<file path="config.mk">
export PLATFORM = sky130hd
export DESIGN_NAME = enemy_bank
export DESIGN_NICKNAME = d
export VERILOG_FILES = /design/src/rtl/enemy_bank.sv
export SDC_FILE = /design/constraint.sdc
export NUM_CORES = 1
export LEC_CHECK = 0
export BUFFER_PORTS_ARGS = -buffer_cell sky130_fd_sc_hd__buf_2
export CAP_MARGIN = 15
export CORE_MARGIN = 2
export CORE_UTILIZATION = 43
export CTS_BUF_LIST = sky130_fd_sc_hd__clkbuf_2 sky130_fd_sc_hd__clkbuf_4 sky130_fd_sc_hd__clkbuf_8
export DETAILED_ROUTE_END_ITERATION = 10
export SETUP_SLACK_MARGIN = 0.4
export SYNTH_ARGS = -nofsm -noshare
export SYNTH_HDL_FRONTEND = slang
export SYNTH_SLANG_ARGS = --single-unit
</file>
<file path="constraint.sdc">
create_clock -name clk -period 8.6 [get_ports clk]
set_clock_uncertainty 0.1 [all_clocks]
set_input_delay 0.43 -clock clk [delete_from_list [all_inputs] [get_ports clk]]
set_output_delay 0.43 -clock clk [all_outputs]
set_load 0.02 [all_outputs]
</file>
<file path="src/rtl/enemy_bank.sv">
// Bank of N bouncing square enemies: config store, tick-driven serial update engine, player
// collision and a valid/ready snapshot stream. Define ENEMY_ACCEL_EN for per-bounce speed-up.
module enemy_bank #(
   parameter int unsigned N        = 4,
   parameter int unsigned IDX_W    = 2,
   parameter int unsigned X_W      = 8,
   parameter int unsigned Y_W      = 7,
   parameter int unsigned SCREEN_W = 160,
   parameter int unsigned SCREEN_H = 120,
   parameter int unsigned SIZE_W   = 3,
   parameter int unsigned PLAYER_W = 3,
   parameter int unsigned RATE_DIV = 1000000
`ifdef ENEMY_ACCEL_EN
   ,
   parameter int unsigned RATE_STEP = 50000,
   parameter int unsigned RATE_MIN  = 250000
`endif
) (
   input  logic              clk,
   input  logic              resetn,
   input  logic              play_i,
   input  logic              load_level_i,
   input  logic              cfg_we_i,
   input  logic [IDX_W-1:0]  cfg_idx_i,
   input  logic              cfg_en_i,
   input  logic [X_W-1:0]    cfg_x_i,
   input  logic [Y_W-1:0]    cfg_y_i,
   input  logic [SIZE_W-1:0] cfg_w_i,
   input  logic [2:0]        cfg_dx_i,
   input  logic [2:0]        cfg_dy_i,
   input  logic              cfg_left_i,
   input  logic              cfg_up_i,
   input  logic [X_W-1:0]    player_x_i,
   input  logic [Y_W-1:0]    player_y_i,
   input  logic              draw_req_i,
   input  logic              draw_ready_i,
   output logic              draw_valid_o,
   output logic [IDX_W-1:0]  draw_idx_o,
   output logic              draw_en_o,
   output logic [X_W-1:0]    draw_x_o,
   output logic [Y_W-1:0]    draw_y_o,
   output logic [SIZE_W-1:0] draw_w_o,
   output logic              draw_last_o,
   output logic              move_o,
   output logic              player_hit_o,
   output logic [IDX_W-1:0]  hit_idx_o,
   output logic              busy_o
);

   localparam int unsigned    CNT_W   = $clog2(RATE_DIV + 1);
   localparam logic [X_W:0]   ScrW    = (X_W + 1)'(SCREEN_W);
   localparam logic [Y_W:0]   ScrH    = (Y_W + 1)'(SCREEN_H);
   localparam logic [X_W:0]   PlW_X   = (X_W + 1)'(PLAYER_W);
   localparam logic [Y_W:0]   PlW_Y   = (Y_W + 1)'(PLAYER_W);
   localparam logic [IDX_W-1:0] LastIdx = IDX_W'(N - 1);

   typedef struct packed {
      logic              en;
      logic [X_W-1:0]    x;
      logic [Y_W-1:0]    y;
      logic [SIZE_W-1:0] w;
      logic [2:0]        dx;
      logic [2:0]        dy;
      logic              left;
      logic              up;
   } entry_t;

   typedef enum logic [1:0] {StIdle, StUpdate, StStream} state_e;

   entry_t cfg_q  [N];
   entry_t live_q [N];
   entry_t cur, nxt;

   state_e           state_q, state_d;
   logic [IDX_W-1:0] idx_q, idx_d;
   logic [CNT_W-1:0] cnt_q, cnt_d;
   logic [CNT_W-1:0] period;
   logic             tick_pend_q, tick_pend_d;
   logic             draw_pend_q, draw_pend_d;
   logic             move_q, move_d;
   logic             hit_q, hit_d;
   logic [IDX_W-1:0] hit_idx_q, hit_idx_d;
   logic             wrap, hit_now;

   logic [X_W:0] xe, wx, dxe, nx, pxe;
   logic [Y_W:0] ye, wy, dye, ny, pye;

   assign cur = live_q[idx_q];

   // Motion and collision for the entry currently addressed by idx_q, one bit wider than storage.
   always_comb begin
      xe  = {1'b0, cur.x};
      ye  = {1'b0, cur.y};
      wx  = {{(X_W + 1 - SIZE_W){1'b0}}, cur.w};
      wy  = {{(Y_W + 1 - SIZE_W){1'b0}}, cur.w};
      dxe = {{(X_W - 2){1'b0}}, cur.dx};
      dye = {{(Y_W - 2){1'b0}}, cur.dy};
      pxe = {1'b0, player_x_i};
      pye = {1'b0, player_y_i};
      nxt = cur;
      nx  = xe;
      ny  = ye;
      if (cur.left) begin
         if (xe <= dxe) begin
            nx       = '0;
            nxt.left = 1'b0;
         end else begin
            nx = xe - dxe;
         end
      end else if (xe + wx + dxe >= ScrW) begin
         nx       = ScrW - wx;
         nxt.left = 1'b1;
      end else begin
         nx = xe + dxe;
      end
      if (cur.up) begin
         if (ye <= dye) begin
            ny     = '0;
            nxt.up = 1'b0;
         end else begin
            ny = ye - dye;
         end
      end else if (ye + wy + dye >= ScrH) begin
         ny     = ScrH - wy;
         nxt.up = 1'b1;
      end else begin
         ny = ye + dye;
      end
      nxt.x   = nx[X_W-1:0];
      nxt.y   = ny[Y_W-1:0];
      hit_now = cur.en && (nx < pxe + PlW_X) && (pxe < nx + wx) &&
                (ny < pye + PlW_Y) && (pye < ny + wy);
   end

`ifdef ENEMY_ACCEL_EN
   logic [CNT_W-1:0] period_q, period_d;
   logic             bounce_q, bounce_d;
   logic             bounce_now;

   // A direction flip only ever comes from an edge bounce.
   assign bounce_now = cur.en && ((nxt.left ^ cur.left) || (nxt.up ^ cur.up));
   assign period     = period_q;

   always_comb begin
      period_d = period_q;
      bounce_d = bounce_q;
      if (load_level_i) begin
         period_d = CNT_W'(RATE_DIV);
         bounce_d = 1'b0;
      end else if (state_q == StUpdate) begin
         bounce_d = bounce_q | bounce_now;
         if (idx_q == LastIdx) begin
            bounce_d = 1'b0;
            if (bounce_q || bounce_now) begin
               period_d = (32'(period_q) >= RATE_MIN + RATE_STEP) ?
                          period_q - CNT_W'(RATE_STEP) : CNT_W'(RATE_MIN);
            end
         end
      end
   end

   always_ff @(posedge clk) begin
      if (!resetn) begin
         period_q <= CNT_W'(RATE_DIV);
         bounce_q <= 1'b0;
      end else begin
         period_q <= period_d;
         bounce_q <= bounce_d;
      end
   end
`else
   assign period = CNT_W'(RATE_DIV);
`endif

   always_comb begin
      state_d     = state_q;
      idx_d       = idx_q;
      cnt_d       = cnt_q;
      wrap        = 1'b0;
      move_d      = 1'b0;
      hit_d       = hit_q;
      hit_idx_d   = hit_idx_q;
      if (play_i) begin
         if (cnt_q >= period - CNT_W'(1)) begin
            cnt_d = '0;
            wrap  = 1'b1;
         end else begin
            cnt_d = cnt_q + CNT_W'(1);
         end
      end
      tick_pend_d = tick_pend_q | wrap;
      draw_pend_d = draw_pend_q | draw_req_i;
      unique case (state_q)
         StIdle: begin
            if (tick_pend_q) begin
               state_d     = StUpdate;
               idx_d       = '0;
               tick_pend_d = wrap;
            end else if (draw_pend_q) begin
               state_d     = StStream;
               idx_d       = '0;
               draw_pend_d = draw_req_i;
            end
         end
         StUpdate: begin
            if (hit_now && !hit_q) begin
               hit_d     = 1'b1;
               hit_idx_d = idx_q;
            end
            if (idx_q == LastIdx) begin
               state_d = StIdle;
               move_d  = 1'b1;
            end else begin
               idx_d = idx_q + IDX_W'(1);
            end
         end
         StStream: begin
            if (draw_ready_i) begin
               if (idx_q == LastIdx) state_d = StIdle;
               else                  idx_d   = idx_q + IDX_W'(1);
            end
         end
         default: state_d = StIdle;
      endcase
      if (load_level_i) begin
         state_d     = StIdle;
         idx_d       = '0;
         cnt_d       = '0;
         tick_pend_d = 1'b0;
         draw_pend_d = 1'b0;
         move_d      = 1'b0;
         hit_d       = 1'b0;
         hit_idx_d   = '0;
      end
   end

   always_ff @(posedge clk) begin
      if (!resetn) begin
         state_q     <= StIdle;
         idx_q       <= '0;
         cnt_q       <= '0;
         tick_pend_q <= 1'b0;
         draw_pend_q <= 1'b0;
         move_q      <= 1'b0;
         hit_q       <= 1'b0;
         hit_idx_q   <= '0;
      end else begin
         state_q     <= state_d;
         idx_q       <= idx_d;
         cnt_q       <= cnt_d;
         tick_pend_q <= tick_pend_d;
         draw_pend_q <= draw_pend_d;
         move_q      <= move_d;
         hit_q       <= hit_d;
         hit_idx_q   <= hit_idx_d;
      end
   end

   // The load copies the config as it stood before any same-cycle config write.
   always_ff @(posedge clk) begin
      if (!resetn) begin
         for (int i = 0; i < N; i++) begin
            cfg_q[i]  <= '0;
            live_q[i] <= '0;
         end
      end else begin
         if (cfg_we_i) begin
            cfg_q[cfg_idx_i] <= {cfg_en_i, cfg_x_i, cfg_y_i, cfg_w_i, cfg_dx_i, cfg_dy_i,
                                 cfg_left_i, cfg_up_i};
         end
         if (load_level_i) begin
            for (int i = 0; i < N; i++) live_q[i] <= cfg_q[i];
         end else if (state_q == StUpdate && cur.en) begin
            live_q[idx_q] <= nxt;
         end
      end
   end

   always_comb begin
      draw_valid_o = 1'b0;
      draw_idx_o   = '0;
      draw_en_o    = 1'b0;
      draw_x_o     = '0;
      draw_y_o     = '0;
      draw_w_o     = '0;
      draw_last_o  = 1'b0;
      if (state_q == StStream) begin
         draw_valid_o = 1'b1;
         draw_idx_o   = idx_q;
         draw_en_o    = cur.en;
         draw_x_o     = cur.x;
         draw_y_o     = cur.y;
         draw_w_o     = cur.w;
         draw_last_o  = (idx_q == LastIdx);
      end
   end

   assign move_o       = move_q;
   assign player_hit_o = hit_q;
   assign hit_idx_o    = hit_idx_q;
   assign busy_o       = (state_q != StIdle);

endmodule

</file>
==> results of run 1 <==
## kinds of logic after synthesis
kind of cell | after synthesis | synth area share (%)
compound gates | 223 | 11.0
xor+xnor | 46 | 3.01
fa+ha+maj | 75 | 7.79
buf+inv | 103 | 3.06
flops | 248 | 53.2
mux | 39 | 5.35
simple gates | 429 | 16.6
## power groups by stage
stage               logic (W)  registers [W]  clock network (W)
floorplan            0.000280        0.00143                  0
global placement     0.000404        0.00144                  0
detailed placement   0.000411        0.00144                  0
CTS                  0.000414        0.00141            0.00119
global route         0.000463        0.00142            0.00125
finish               0.000413        0.00141            0.00118
## cell usage in the layout (no fill, tap or decap), types with 31 or more instances in the layout
cell type / synthesis / final
nor2_1: 55 / 55
buf_2: 4 / 78
o21ai_0: 104 / 104
edfxtp_1: 216 / 216
and3_1: 40 / 40
ha_1: 61 / 61
dfxtp_1: 32 / 31
nand2_1: 130 / 127
a21oi_1: 32 / 32
clkbuf_8: 0 / 50
inv_1: 51 / 51
and2_1: 109 / 108
## state kept, by name (all words and copies together) (netlist names), named ones only
signal        count
hit_idx_o         2
draw_pend_q       1
cfg_q           108
cnt_q            20
player_hit_o      1
live_q          108
idx_q             2
move_o            1
tick_pend_q       1
state_q           2
## routing by layer
| metal | wire [um] | part of all wire, % |
|---|---|---|
| met1 | 15700 | 45 |
| met4 | 725 | 2.1 |
| met2 | 15900 | 46 |
| met5 | 23 | 0.066 |
| met3 | 2540 | 7.3 |
## stage by stage
step / setup WS [ns] / power (W) / instance area, sq um / instances
after floorplan: 1.20 / 0.00171 / 13400 / 1163
after global placement: 1.06 / 0.00184 / 14200 / 1602
after detailed placement: 0.984 / 0.00185 / 14200 / 1602
after CTS: 0.954 / 0.00302 / 15200 / 1680
after global routing: 0.451 / 0.00313 / 15200 / 1680
final: 0.999 / 0.00300 / 15200 / 1680
## final cells by class
type                    count  share of cell area [%]
flip-flops and latches    248                    46.9
multi-input cells         812                    38.8
clock buffers              65                    5.27
repair buffers             96                    3.48
well taps                 396                    3.26
inverters                  51                    1.26
clock inverters            12                    1.03
## timing repair
item,in CTS,in global routing
resized for setup,0,0
hold buffers,1,0
hold endpoints to repair,1,0
## how the worst min path moves through the flow
stage / startpoint / endpoint / depth (start not counted)
global placement: cnt_q[19] / cnt_q[19] / 2
global route: cfg_x_i[4] / cfg_q[0][22] / 2
finish: cfg_en_i / cfg_q[2][26] / 2
CTS: cfg_x_i[7] / cfg_q[0][25] / 2
detailed placement: cnt_q[19] / cnt_q[19] / 2
floorplan: cnt_q[19] / cnt_q[19] / 2
==> impl_results.md, run 1 <==
- DRT Pass-1 Iters: 5
- HPWL Detailed: roughly 23 mm
- CP startpoint kind: register
- Number of core rows: 64
- Status: finished clean
- Met2 usage: 34.3%
- Initial Util: a little over two fifths
- Critical Path End Type: register
- WS Path Type: reg -> reg
- Die Span X: approximately 180 um
- Synth top area share: around half
- Setup crit end: hit_idx_o[0]
- Hold Crit Class: in -> reg
- Layout cells sized above 1: between 10% and 20%
- Die height: 181 um
- Fin util: between 40% and 50%
- GRT Util Overall: a little over a fifth
- Final period utilization: roughly 90%
- Comb power frac: 13.8%
- Most used cell, CP: a21o_1
- Number of flops mapped to enable cells by yosys: 216
- Total Nets Final: ~1,400
- H-tree Lvls: 2
- Asr flop ratio synth: 0%
- Global routing's busiest layer: met2
- CTS Buf Count: 42
- Most area-consuming cells after synthesis: edfxtp_1, ha_1, and2_1, dfxtp_1, o21ai_0
- Vias in the first global route: 9,236
- Count of cell types in the netlist: 75
- RePlAce Congestion: 0.864
- Filler cells: between 2,000 and 3,000
- RSZ-0062 raised after global routing: false
- Via count: approximately 9,200
- Seq pwr share: between 40 and 50%
- First-pass GRT wire length: approximately 54 mm
- Largest net degree at the start of global routing: ~110
- Met3 usage: under 10%
- Post-Syn Area: approximately 13,000 sq um
- Cell area power density: between 150 and 200 nW/um^2
- Core Area: slightly above 30,000 sq um
- Initial antenna violation count: 2
- Final Hold Viols: 0
- CP arrival: a little under 8 ns
- Multi-input logic area: 5890 sq um
- Clock slew at reported path FFs: 0.06 ns
- Setup violators final: 0
- Rel. slew slack: about a quarter
- Prevailing post-synth register cell: edfxtp_1
- Post-DR wirelength/cell: 20.7 um
- Critical Path RT: around 8.9 ns
- Sink Count: roughly 250
- Max-cap violation count: 0
- Levels on crit path: 25
- Warnings from Yosys: 0
- Insertion delay to the later sink of the worst-skew pair: between 0.5 and 0.6 ns
- Clk root buf: clkbuf_8
- Area delta synth->final: 13.3%
- Pleak: just over 6 nW
- Routed WL: approximately 35 mm
- Switching Share: between 20% and 30%
- Reg-to-reg setup timing slack: 1.0 ns
- Net Count, Synth: between 1,000 and 1,500
- #FFs+latches synth: 248
- Clock share of power: 39.2%
- Area of the die: around 33,000 sq um
- Worst hold margin: between 0.1 and 0.15 ns
- Syn Inst Count: 1,163
- Total global routing overflow: 0
- Antenna Violating Nets Remaining: 0
- Setup TNS Final: 0 ns
- Biggest area consumer among synthesized cells: edfxtp_1
- CTS tree: yes
- Worst R2R Path Depth: 25
- Register area share after synthesis: between 50% and 60%
- ANT cells: 0
- Worst-Margin Slew: 1.11 ns
- CTS Buffer Depth: 3
- Register area: a little over 7000 sq um
- Crit-path max FO: 23
- Top-count cell post-synth: edfxtp_1
- Slowest CP cell: dfxtp_2
- Post-DR vias/cell: 5.50
- Slew Viols, Final: 0
- I/O pins: 79
- Internal power: around 0.0023 W
- Postcts setup bufs: 0
- Global-route track usage on met1: 29.1%
- Final min period: about 7.6 ns
- Cell family with the largest share of critical-path delay: compound AO/OA/AOI/OAI gates
- DRT iter0 DRCs: about 700
- Syn_area_per_cell: approximately 12 sq um
- Worst r2r dst: hit_idx_o[0]
- Slowest cell delay on critical path: approximately 0.87 ns
- Crit path buf inv count: 3
- Max frequency: between 100 and 150 MHz
- Net Switching: 0.000750 W
- PortBufs: 78
- Drt drc: 0
- Synth cell count leaders: edfxtp_1, nand2_1, and2_1, o21ai_0, ha_1
- Worst VDD drop: ~160 uV
Note: power is estimated with default switching activity, not from simulation.
==> run 2: changes to the inputs <==
--- a/config.mk
+++ b/config.mk
@@ -8,9 +8,10 @@
 export BUFFER_PORTS_ARGS = -buffer_cell sky130_fd_sc_hd__buf_2
 export CAP_MARGIN = 15
 export CORE_MARGIN = 2
-export CORE_UTILIZATION = 43
+export CORE_UTILIZATION = 64
 export CTS_BUF_LIST = sky130_fd_sc_hd__clkbuf_2 sky130_fd_sc_hd__clkbuf_4 sky130_fd_sc_hd__clkbuf_8
 export DETAILED_ROUTE_END_ITERATION = 10
+export PLACE_DENSITY = 0.83
 export SETUP_SLACK_MARGIN = 0.4
 export SYNTH_ARGS = -nofsm -noshare
 export SYNTH_HDL_FRONTEND = slang
==> impl_results.md, run 2 (synthesized netlist as in run 1, its figures left out) <==
- Status: finished clean
- Antenna Violating Nets Remaining: 0
- Most used cell, CP: a21o_1
- Biggest regs: cfg_q x108, live_q x108, cnt_q x20
- CTS Buf Count: 39
- Layout cells sized above 1: about 16%
- Max-cap violation count: 0
- Area of the die: approximately 22,000 sq um
- Cell area power density: roughly 190 nW/um^2
- Insertion delay to the later sink of the worst-skew pair: about 0.53 ns
- DRT iter0 DRCs: approximately 960
- RSZ-0062 raised after global routing: false
- Drt drc: 0
- I/O pins: slightly below 80
- CP startpoint kind: register
- Worst-Margin Slew: ~1.1 ns
- Die height: ~150 um
- Setup violators final: 0
- Initial antenna violation count: 2
- Rel. slew slack: about 26%
- Final instance area: around 15,000 sq um
- Most frequent cells in the layout: edfxtp_1, nand2_1, and2_1
- Hold Crit Class: in -> reg
- Area delta synth->final: 10.7%
- Post-DR vias/cell: roughly 6.3
- Core Area: a little over 20,000 sq um
- PortBufs: 78
- Total global routing overflow: 0
- First-pass GRT wire length: between 50 and 60 mm
- Slowest cell delay on critical path: around 0.8 ns
- Max frequency: about 130 MHz
- Number of core rows: between 50 and 60
- WS Path Type: reg -> reg
- Critical Path RT: a little under 9 ns
- Initial Util: between 60% and 70%
- Cts repair resizes: 0
- Clk root buf: clkbuf_8
- Vias in the first global route: 9,537
- Final period utilization: between 80 and 90%
- Dpl cell area: roughly 14,000 sq um
- DRT Pass-1 Iters: 5
- Largest net degree at the start of global routing: around 110
- GRT Util Overall: roughly 30%
- Die Span X: between 100 and 150 um
- Total Nets Final: ~1,400
- CP arrival: roughly 7.7 ns
- Pleak: approximately 6.0 nW
- Routed WL: 33.1 mm
- Slew Viols, Final: 0
- Crit-path max FO: 20
- Clock slew at reported path FFs: ~0.060 ns
- RePlAce Congestion: a little under 0.9
- Worst VDD drop: 150 uV
- Final min period: 7.47 ns
- HPWL Detailed: approximately 22 mm
- Via count: between 9,000 and 10,000
- H-tree Lvls: 2
- Post-DR wirelength/cell: 21.4 um
- CTS Buffer Depth: 3
- Final Hold Viols: 0
- Sink Count: 248
- Commonest non-fill, non-tap cell in the layout: edfxtp_1
- Critical Path End Type: register
- CTS tree: yes
- Slowest CP cell: mux4_2
- Setup TNS Final: 0 ns
## run 2: changes by cell type in the layout (fill, tap and decap cells not counted), sizes merged
cell,delta
clkbuf,-6
bufinv,-4
diode,+2
clkinvlp,+1
## run 2: metal layers
layer	GRT usage (%)	up-vias	wire (um)	part of all wire [%]
met5	0	-	0	0
met4	9.81	0	921	2.8
met3	4.97	86	3220	9.7
met2	50.2	560	15800	48
met1	42.1	4687	13100	40
li1	-	4401	-	-
## run 2: through the flow
stage          utilization (%)  setup slack (ns)  cells  hold WS (ns)  power, W
6_report                  72.8              1.13   1547         0.122   0.00279
5_1_grt                   72.8             0.648   1545         0.110   0.00289
4_1_cts                   72.8              1.16   1545         0.102   0.00279
3_5_place_dp              69.0              1.18   1476         0.382   0.00184
3_3_place_gp              69.0              1.31   1476         0.354   0.00182
2_1_floorplan                -              1.20   1163         0.340   0.00171
## run 2: worst paths after layout
kind | from | endpoint | slack, ns | cells after the start
setup / recovery | register | hit_idx_o[1] | 1.13 | 25
setup reg to reg | register | hit_idx_o[1] | 1.13 | 25
hold / removal | cfg_x_i[6] | cfg_q[1][24] | 0.12 | 2
hold reg to reg | cnt_q[1] | cnt_q[1] | 0.39 | 2
## run 2: what timing repair did
action                    in CTS  in global routing
buffers inserted               0                  0
hold endpoints to repair       1                  0
hold buffers                   1                  0
## run 2: area by class of cell
| class | instances | area [sq um] |
|---|---|---|
| inverter | 51 | 191 |
| sequential | 248 | 7130 |
| tap | 270 | 338 |
| antenna | 2 | 5.00 |
| clock buffer | 59 | 712 |
| clock inverter | 9 | 43.8 |
| timing repair buffer | 96 | 528 |
| multi-input combinational | 812 | 5880 |
| fill | 1354 | 5530 |
## run 2: power by group
| part | switching, W | internal, W | total (W) |
|---|---|---|---|
| logic | 0.000260 | 0.000151 | 0.000411 |
| clock network | 0.000441 | 0.000527 | 0.000968 |
| registers | 0.0000237 | 0.00139 | 0.00141 |
| total | 0.000724 | 0.00207 | 0.00279 |
## run 2: critical path, delay by kind of cell (launching register included)
kind	cells	cell delay (ns)
and+or+nand+nor	3	0.79
adders and majority gates	5	1.93
AOI/OAI and AO/OA	12	2.44
muxes	2	1.02
DFF	1	0.75
buffers and inverters	3	0.27
